==> src/rtl/lsu_pkg.sv <==
// rtl/lsu_pkg.sv - shared constants, state encoding and byte-mask helper for the LSU
// Contents:
//   MODE_B/MODE_H/MODE_W : access-size encodings carried on req_mode
//   state_e              : sequencer states IDLE, A0, A1, CAP, RESP
//   byte_mask()          : low-aligned byte mask for a mode, 0 for an illegal mode
package lsu_pkg;

  localparam logic [2:0] MODE_B = 3'b001;
  localparam logic [2:0] MODE_H = 3'b010;
  localparam logic [2:0] MODE_W = 3'b100;

  typedef enum logic [2:0] {
    ST_IDLE = 3'd0,
    ST_A0   = 3'd1,
    ST_A1   = 3'd2,
    ST_CAP  = 3'd3,
    ST_RESP = 3'd4
  } state_e;

  // An all-zero mask doubles as the illegal-mode indicator.
  function automatic logic [3:0] byte_mask(input logic [2:0] mode);
    case (mode)
      MODE_B:  return 4'b0001;
      MODE_H:  return 4'b0011;
      MODE_W:  return 4'b1111;
      default: return 4'b0000;
    endcase
  endfunction

endpackage

==> src/rtl/lsu_align.sv <==
// rtl/lsu_align.sv - combinational lane steering for stores and merge/extend for loads
// Ports:
//   mode_i     : access size (MODE_B/H/W)
//   k_i        : byte offset within the first word
//   wdata_i    : right-justified store data
//   unsigned_i : zero-extend loads
//   rdata0_i   : first-beat read word
//   rdata1_i   : second-beat read word (0 when not split)
//   be_o       : {be1,be0} byte enables for the two beats
//   wd_o       : {wd1,wd0} lane-shifted write data for the two beats
//   split_o    : access touches the second word
//   ldata_o    : realigned, extended load result
module lsu_align
  import lsu_pkg::*;
(
  input  logic [2:0]  mode_i,
  input  logic [1:0]  k_i,
  input  logic [31:0] wdata_i,
  input  logic        unsigned_i,
  input  logic [31:0] rdata0_i,
  input  logic [31:0] rdata1_i,
  output logic [7:0]  be_o,
  output logic [63:0] wd_o,
  output logic        split_o,
  output logic [31:0] ldata_o
);

  logic [31:0] merged;

  assign be_o    = {4'b0000, byte_mask(mode_i)} << k_i;
  assign wd_o    = {32'h0, wdata_i} << {k_i, 3'b000};
  assign split_o = |be_o[7:4];

  // Only the low word of the shifted pair can hold the requested bytes.
  assign merged = 32'({rdata1_i, rdata0_i} >> {k_i, 3'b000});

  always_comb begin
    ldata_o = merged;
    case (mode_i)
      MODE_B:  ldata_o = {{24{merged[7] & ~unsigned_i}}, merged[7:0]};
      MODE_H:  ldata_o = {{16{merged[15] & ~unsigned_i}}, merged[15:0]};
      default: ldata_o = merged;
    endcase
  end

endmodule

==> src/rtl/lsu_sram_ctrl.sv <==
// rtl/lsu_sram_ctrl.sv - load/store sequencer between MEM stage and single-port data SRAM
// Ports:
//   clk, reset                  : clock, synchronous active-high reset
//   req_valid/req_ready         : request handshake (ready only in IDLE, not in reset)
//   req_we, req_mode, req_unsigned, req_addr, req_wdata : access description
//   resp_valid/resp_ready       : response handshake
//   resp_rdata, resp_err        : extended load data, illegal/rejected access flag
//   data_sram_en/we/addr/wdata  : SRAM strobe, byte enables, word address, lane data
//   data_sram_rdata             : SRAM read data, valid the cycle after en
module lsu_sram_ctrl
  import lsu_pkg::*;
#(
  parameter int ADDR_W   = 32,
  parameter bit SPLIT_EN = 1'b1
) (
  input  logic              clk,
  input  logic              reset,
  input  logic              req_valid,
  output logic              req_ready,
  input  logic              req_we,
  input  logic [2:0]        req_mode,
  input  logic              req_unsigned,
  input  logic [ADDR_W-1:0] req_addr,
  input  logic [31:0]       req_wdata,
  output logic              resp_valid,
  input  logic              resp_ready,
  output logic [31:0]       resp_rdata,
  output logic              resp_err,
  output logic              data_sram_en,
  output logic [3:0]        data_sram_we,
  output logic [ADDR_W-1:0] data_sram_addr,
  output logic [31:0]       data_sram_wdata,
  input  logic [31:0]       data_sram_rdata
);

  state_e            state_q, state_d;
  logic              we_q, uns_q, resp_err_q;
  logic [2:0]        mode_q;
  logic [ADDR_W-1:0] addr_q;
  logic [31:0]       wdata_q, rdata0_q, resp_rdata_q;

  logic [7:0]        be, req_be;
  logic [63:0]       wd;
  logic              split, req_err;
  logic [31:0]       ldata, cap_r0, cap_r1;
  logic [ADDR_W-1:0] beat0, beat1;

  // Error decision is made on the live request so errors respond one cycle after accept.
  assign req_be  = {4'b0000, byte_mask(req_mode)} << req_addr[1:0];
  assign req_err = (byte_mask(req_mode) == 4'b0000) || ((|req_be[7:4]) && !SPLIT_EN);

  assign beat0 = {addr_q[ADDR_W-1:2], 2'b00};
  assign beat1 = beat0 + ADDR_W'(4);

  // In CAP the SRAM output holds the last beat: beat1 when split, else beat0.
  assign cap_r1 = split ? data_sram_rdata : 32'h0;
  assign cap_r0 = split ? rdata0_q : data_sram_rdata;

  lsu_align u_align (
    .mode_i     (mode_q),
    .k_i        (addr_q[1:0]),
    .wdata_i    (wdata_q),
    .unsigned_i (uns_q),
    .rdata0_i   (cap_r0),
    .rdata1_i   (cap_r1),
    .be_o       (be),
    .wd_o       (wd),
    .split_o    (split),
    .ldata_o    (ldata)
  );

  assign resp_rdata = reset ? 32'h0 : resp_rdata_q;
  assign resp_err   = reset ? 1'b0 : resp_err_q;

  always_comb begin
    state_d         = state_q;
    req_ready       = 1'b0;
    resp_valid      = 1'b0;
    data_sram_en    = 1'b0;
    data_sram_we    = 4'b0000;
    data_sram_addr  = '0;
    data_sram_wdata = 32'h0;
    case (state_q)
      ST_IDLE: begin
        req_ready = 1'b1;
        if (req_valid) state_d = req_err ? ST_RESP : ST_A0;
      end
      ST_A0: begin
        data_sram_en    = 1'b1;
        data_sram_addr  = beat0;
        data_sram_we    = we_q ? be[3:0] : 4'b0000;
        data_sram_wdata = wd[31:0];
        if (split)      state_d = ST_A1;
        else if (!we_q) state_d = ST_CAP;
        else            state_d = ST_RESP;
      end
      ST_A1: begin
        data_sram_en    = 1'b1;
        data_sram_addr  = beat1;
        data_sram_we    = we_q ? be[7:4] : 4'b0000;
        data_sram_wdata = wd[63:32];
        state_d         = we_q ? ST_RESP : ST_CAP;
      end
      ST_CAP:  state_d = ST_RESP;
      ST_RESP: begin
        resp_valid = 1'b1;
        if (resp_ready) state_d = ST_IDLE;
      end
      default: state_d = ST_IDLE;
    endcase
    // Reset suppresses any beat in flight, including a pending beat1.
    if (reset) begin
      state_d         = ST_IDLE;
      req_ready       = 1'b0;
      resp_valid      = 1'b0;
      data_sram_en    = 1'b0;
      data_sram_we    = 4'b0000;
      data_sram_addr  = '0;
      data_sram_wdata = 32'h0;
    end
  end

  always_ff @(posedge clk) begin
    if (reset) begin
      state_q      <= ST_IDLE;
      we_q         <= 1'b0;
      uns_q        <= 1'b0;
      mode_q       <= 3'b000;
      addr_q       <= '0;
      wdata_q      <= 32'h0;
      rdata0_q     <= 32'h0;
      resp_rdata_q <= 32'h0;
      resp_err_q   <= 1'b0;
    end else begin
      state_q <= state_d;
      if (state_q == ST_IDLE && req_valid) begin
        we_q         <= req_we;
        uns_q        <= req_unsigned;
        mode_q       <= req_mode;
        addr_q       <= req_addr;
        wdata_q      <= req_wdata;
        resp_rdata_q <= 32'h0;
        resp_err_q   <= req_err;
      end
      if (state_q == ST_A1) rdata0_q <= data_sram_rdata;
      if (state_q == ST_CAP) resp_rdata_q <= ldata;
    end
  end

endmodule

==> config.mk <==
export PLATFORM = sky130hd
export DESIGN_NAME = lsu_sram_ctrl
export DESIGN_NICKNAME = d
export VERILOG_FILES = /design/src/rtl/lsu_pkg.sv /design/src/rtl/lsu_align.sv /design/src/rtl/lsu_sram_ctrl.sv
export SDC_FILE = /design/constraint.sdc
export NUM_CORES = 1
export LEC_CHECK = 0
export BUFFER_PORTS_ARGS = -buffer_cell sky130_fd_sc_hd__buf_2
export CORE_ASPECT_RATIO = 1.4
export CORE_MARGIN = 8
export CORE_UTILIZATION = 35
export DETAILED_ROUTE_END_ITERATION = 10
export GPL_TIMING_DRIVEN = 0
export PLACE_DENSITY = 0.7
export RECOVER_POWER = 100
export SYNTH_ARGS = -nofsm -noshare
export SYNTH_HDL_FRONTEND = slang
export SYNTH_SLANG_ARGS = --single-unit
export TNS_END_PERCENT = 5
==> constraint.sdc <==
create_clock -name clk -period 1.95 [get_ports clk]
set_clock_uncertainty 0.1 [all_clocks]
set_input_delay 0.0975 -clock clk [delete_from_list [all_inputs] [get_ports clk]]
set_output_delay 0.0975 -clock clk [all_outputs]
set_load 0.02 [all_outputs]
Yosys cells after proc, flatten, opt, wreduce, memory -nomap -nowiden:

Index checks and enable logic that the tools add are counted.

* flip-flop bits (word level): 137
* input port bits: 105
* word-level logic and storage cells: 64
* output and inout port bits: 104

* add/subtract/negate cells: 1
* bitwise operators: 3
* shifts and indexed selects: 3
* equality and inequality tests: 12
* reductions and logical operators: 7
* mux-type cells: 29

Operators with widths (number)
* $mux W32: 7
* $pmux W32 S2: 3
* $shl A32 B5 Y64: 1
* $shr A64 B5 Y32: 1
* $add A32 B3 Y32 const B: 1
* $pmux W4 S3: 2
* $mux W3: 5
* $pmux W3 S5: 1
* $eq A3 B2 Y1 const B: 4
* $mux W4: 3
* $eq A3 B1 Y1 const B: 3
* $eq A3 B3 Y1 const B: 3
* $pmux W4 S2: 1
* $shl A4 B2 Y8: 1
* $mux W1: 7
* $logic_not A4 Y1: 1
* $ne A2 B2 Y1 const B: 2
* $reduce_or A4 Y1: 1
* $logic_not A3 Y1: 1
* $and A1 B1 Y1: 2
* $reduce_and A2 Y1: 1
* $reduce_bool A2 Y1: 1
* $reduce_or A2 Y1: 1
* $logic_and A1 B1 Y1: 1
* $not A1 Y1: 1

Depth between registers and ports, before layout:

* word-level depth: 9
* gate-level depth with buffers: 10
* depth with buffers taken out: 7

Cells and area by module:

A second synthesis with hierarchy kept.

* cell total of the unflattened synthesis: 1230
* area, all modules: 9096.2 sq um

Modules (own cells, without submodules)
* lsu_sram_ctrl: sequential area each 2742.6 sq um, area an instance 7103.1 sq um, cells each 985, instances 1
* lsu_align: sequential area each 0.0 sq um, area an instance 1993.2 sq um, cells each 245, instances 1

Worst setup path before layout:

Ideal clock, no wire load.

* path kind: flip-flop to output port
* from: reg addr_q[2]
* to: out data_sram_addr[22]
* data arrival time: 2158 ps
* path slack: -406 ps
* cell stages (with the launch flop): 9
* data required time: 1752 ps
* path buffers: 1
* cells stage by stage: dfxtp_1 -> ha_1 -> nand3_1 -> nor3_1 -> and2_0 -> clkbuf_1 -> nand3_1 -> xor2_1 -> o21ai_0

* longest elaborated chain between the ends: 3

Ends and longest elaborated chain
* start, declared: line lsu_sram_ctrl.sv:39 `logic [ADDR_W-1:0] addr_q;`
* start signal, assigned: line lsu_sram_ctrl.sv:140 `addr_q <= req_addr;`
* $add A32 B3 Y32: line lsu_sram_ctrl.sv:53 `assign beat1 = beat0 + ADDR_W'(4);`
* $pmux W32 S2: line lsu_sram_ctrl.sv:83 `case (state_q)`
* $mux W32: line lsu_sram_ctrl.sv:112 `if (reset) begin`
* end, declared: line lsu_sram_ctrl.sv:31 `output logic [ADDR_W-1:0] data_sram_addr,`

No other way between the ends.

Worst setup path after layout:

* from: reg addr_q[10]
* to: out data_sram_addr[17]

Same word-level chain as after synthesis.

==> metrics.csv <==
stage,metric,value,unit
detailed_routing,vias,10500,
global_route,grt_max_degree,17,
floorplanning,rows,67,
worst_setup_path,path_buf_inv,2,
logic_synthesis,avgSynthCellArea,7.18,um2
worst_setup_path,r2r-start,mode_q[1],
global_route,grt_pass1_wl,56.3,mm
logic_synthesis,yosys-top-cells-area,"dfxtp_1, nand2_1, mux2i_1",
global_route,use_met3,0.0578,
cts,root_buffer,clkbuf_16,
worst_setup_path,worstSetupStartpoint,addr_q[10],
global_route,grt_use_met1,0.260,
logic_synthesis,synth_area,8320,um2
run,drv_cap,0,
logic_synthesis,synth_top_area_share,0.329,
floorplanning,ios,209,
worst_setup_path,cp.arrival,2.42,ns
outcome,violations,setup timing,
cts,cts_tree,built,
logic_synthesis,yosysWarnings,0,
worst_setup_path,r2r_end,resp_rdata_q[11],
worst_setup_path,reg2regPathDepth,10,
cts,clkLatencyLatePin,0.43,ns
worst_setup_path,r2r_setup_slack,-0.49,ns
logic_synthesis,ys_dominant_reg_cell,dfxtp_1,
pwr,p_leak,5.27,nW
worst_setup_path,startpoint_type,register,
placed_design,portBuffers,206,
cts,clkTransAtPathRegs,0.07,ns
worst_setup_path,crit_required,1.75,ns
cts,htree_num_levels,4,
worst_setup_path,path_depth,6,
detailed_routing,drt-vias-per-instance,5.61,
pwr,power.density,696,nW/um2
finish,syn2layout_area_growth,61.9,%
worst_setup_path,crit_end,data_sram_addr[17],
timing,hold_viol_final,0,
detailed_routing,final_antenna_net_count,0,
finish,fill_cells,2051,
placed_design,dpl.hpwl,25.7,mm
global_route,antenna_found_initial,0,
worst_setup_path,slowest_delay,0.54,ns
timing,slew_violations,0,
cts,numClockSinks,137,
global_route,grt_usage,0.245,
worst_setup_path,worstPathCellList,"nand4_1, or4_4, buf_4, or4_1, a21oi_2, buf_6",
timing,timing.final.crit_share,1.34,
worst_setup_path,end_kind,primary output,
timing,setup_violations,145,
floorplanning,coreArea,23600,um2
finish,antennaDiodeCount,0,
placed_design,postPlaceCellArea,9840,um2
worst_hold_path,worstHoldPathType,input port to register,
cts,clockBufferDepth,2,
logic_synthesis,yosys-top-cells-count,"nand2_1, a21oi_1, dfxtp_1",
worst_setup_path,cp_max_fo,6,
placed_design,gp_congestion,0.976,
detailed_routing,drtIter0Drc,1003,
placed_design,pre_cts_ws,-0.960,ns
logic_synthesis,ys_ff_latch,137,
global_route,busiest_layer,met2,
global_route,use_met2,0.426,
detailed_routing,finalWirelength,38.4,mm
logic_synthesis,yosysTopAreaCell,dfxtp_1,
timing,rsz0062_at_grt,yes,
logic_synthesis,syn_inst,1160,
timing,fin_crit,2.61,ns
floorplanning,dieArea,29000,um2
worst_setup_path,criticalPathCategory,register to primary output,
timing,tightest_slew,1.10,ns
detailed_routing,drt_pass1_iterations,8,
floorplanning,die_h,198,um
floorplanning,die_w,146,um
pwr,peakVddDrop,687,uV
timing,fin_ws,-0.664,ns
logic_synthesis,yosysSeqAreaShare,0.329,
global_route,first_global_vias,10600,
finish,fin_area,13500,um2
finish,fin_util,0.570,
worst_setup_path,slowest_stage,or4_4,
cts,cts_buffers,17,
worst_setup_path,critPathTopFamily,simple AND/OR/NAND/NOR gates,
outcome,status,finished with violations,
timing,slew_headroom,0.258,
logic_synthesis,postSynth.asyncResetShare,0,
logic_synthesis,synth_cell_types,65,
finish,finalNetCount,1663,
detailed_routing,drc,0,
timing,fmax,383,MHz
global_route,gr-total-overflow,0,
logic_synthesis,synth.most_common_cell,nand2_1,
detailed_routing,wire_per_inst,20.4,um
floorplanning,start_util,0.352,
finish,drive_gt1_frac,0.339,
logic_synthesis,synth_edf_count,0,
-- what timing repair did --
item / 4_1_cts / 5_1_grt
hold buffers: 103 / 0
gates cloned: 0 / 1
pin swaps: 39 / 29
setup endpoints to repair: 209 / 212
endpoints found under the hold margin: 103 / 0
setup buffers: 41 / 28
resized for setup: 338 / 138
-- metal layers --
| layer | up-vias | part of all wire |
|---|---|---|
| li1 | 4845 | - |
| met1 | 4876 | 0.36 |
| met2 | 654 | 0.49 |
| met3 | 174 | 0.084 |
| met4 | 0 | 0.067 |
| met5 | - | 0 |
-- how the worst min path moves through the flow --
stage / from / endpoint / slack [ns] / cells after the start
finish: reset / resp_rdata_q[9] / 0.03 / 4
CTS: reset / resp_rdata_q[14] / 0.009 / 4
global route: reset / resp_rdata_q[14] / 0.07 / 4
global placement: req_addr[11] / addr_q[11] / 0.23 / 3
detailed placement: req_addr[11] / addr_q[11] / 0.24 / 3
floorplan: req_addr[10] / addr_q[10] / 0.13 / 2
-- layout make-up --
type | instances | area (um2) | share of cell area
clock inverter | 13 | 121 | 0.00900
buffer | 92 | 865 | 0.0641
clock buffer | 19 | 443 | 0.0329
tap | 310 | 388 | 0.0288
sequential | 137 | 2810 | 0.208
timing repair buffer | 379 | 2880 | 0.213
inverter | 6 | 25.0 | 0.00186
multi-input combinational | 924 | 5950 | 0.442
-- flip-flops by register name, indices dropped and copies added, names as in the netlist --
signal	cells
addr_q	32
rdata0_q	32
resp_rdata_q	32
wdata_q	32
mode_q	3
state_q	3
resp_err_q	1
uns_q	1
we_q	1
-- logic make-up after synthesis --
family                   synth area share
AO/OA/AOI/OAI                       0.218
XOR/XNOR                           0.0105
adder cells (fa/ha/maj)           0.00150
buffers and inverters              0.0517
flip-flops                          0.329
multiplexers                        0.119
other                            0.000450
AND/OR/NAND/NOR                     0.269
-- worst min-delay path, cell delays in order --
cell	delay (ns)
clkbuf_1	0.09
nor3_1	0.12
o21ai_4	0.14
nand2_1	0.06
-- cells in the final DEF, fill, tap and decap left out, types with 9 or more instances in the layout --
master / instances
clkbuf_2: 13
buf_12: 9
dfxtp_1: 116
a21oi_2: 17
nand2_1: 269
nor2_1: 56
buf_2: 134
mux2i_1: 58
o21ai_1: 23
clkbuf_16: 24
clkbuf_1: 44
nor2_2: 14
buf_4: 95
a21oi_1: 132
nor2b_1: 37
clkbuf_4: 11
and2_1: 16
dlygate4sd3_1: 103
dfxtp_4: 15
a22oi_1: 11
o21ai_2: 14
nand3_1: 25
buf_8: 10
mux2i_2: 16
buf_6: 40
o21ai_0: 53
-- power breakdown --
group / total [mW] / leakage, nW / switching, mW / internal, mW
clock: 3.16 / 0.262 / 1.36 / 1.80
sequential: 3.27 / 1.13 / 0.257 / 3.01
combinational: 2.95 / 3.88 / 1.66 / 1.29
-- per-stage QoR --
step	hold slack (ns)	power, mW	TNS [ns]	std cells
3_5_place_dp	0.240	5.28	-112.12	1677
2_1_floorplan	0.126	4.54	-7.17	1161
5_1_grt	0.0727	9.72	-59.40	1880
3_3_place_gp	0.234	5.24	-107.55	1677
6_report	0.0342	9.38	-41.29	1880
4_1_cts	0.00946	9.09	-34.25	1852
Note: power is estimated with default switching activity, not from simulation.
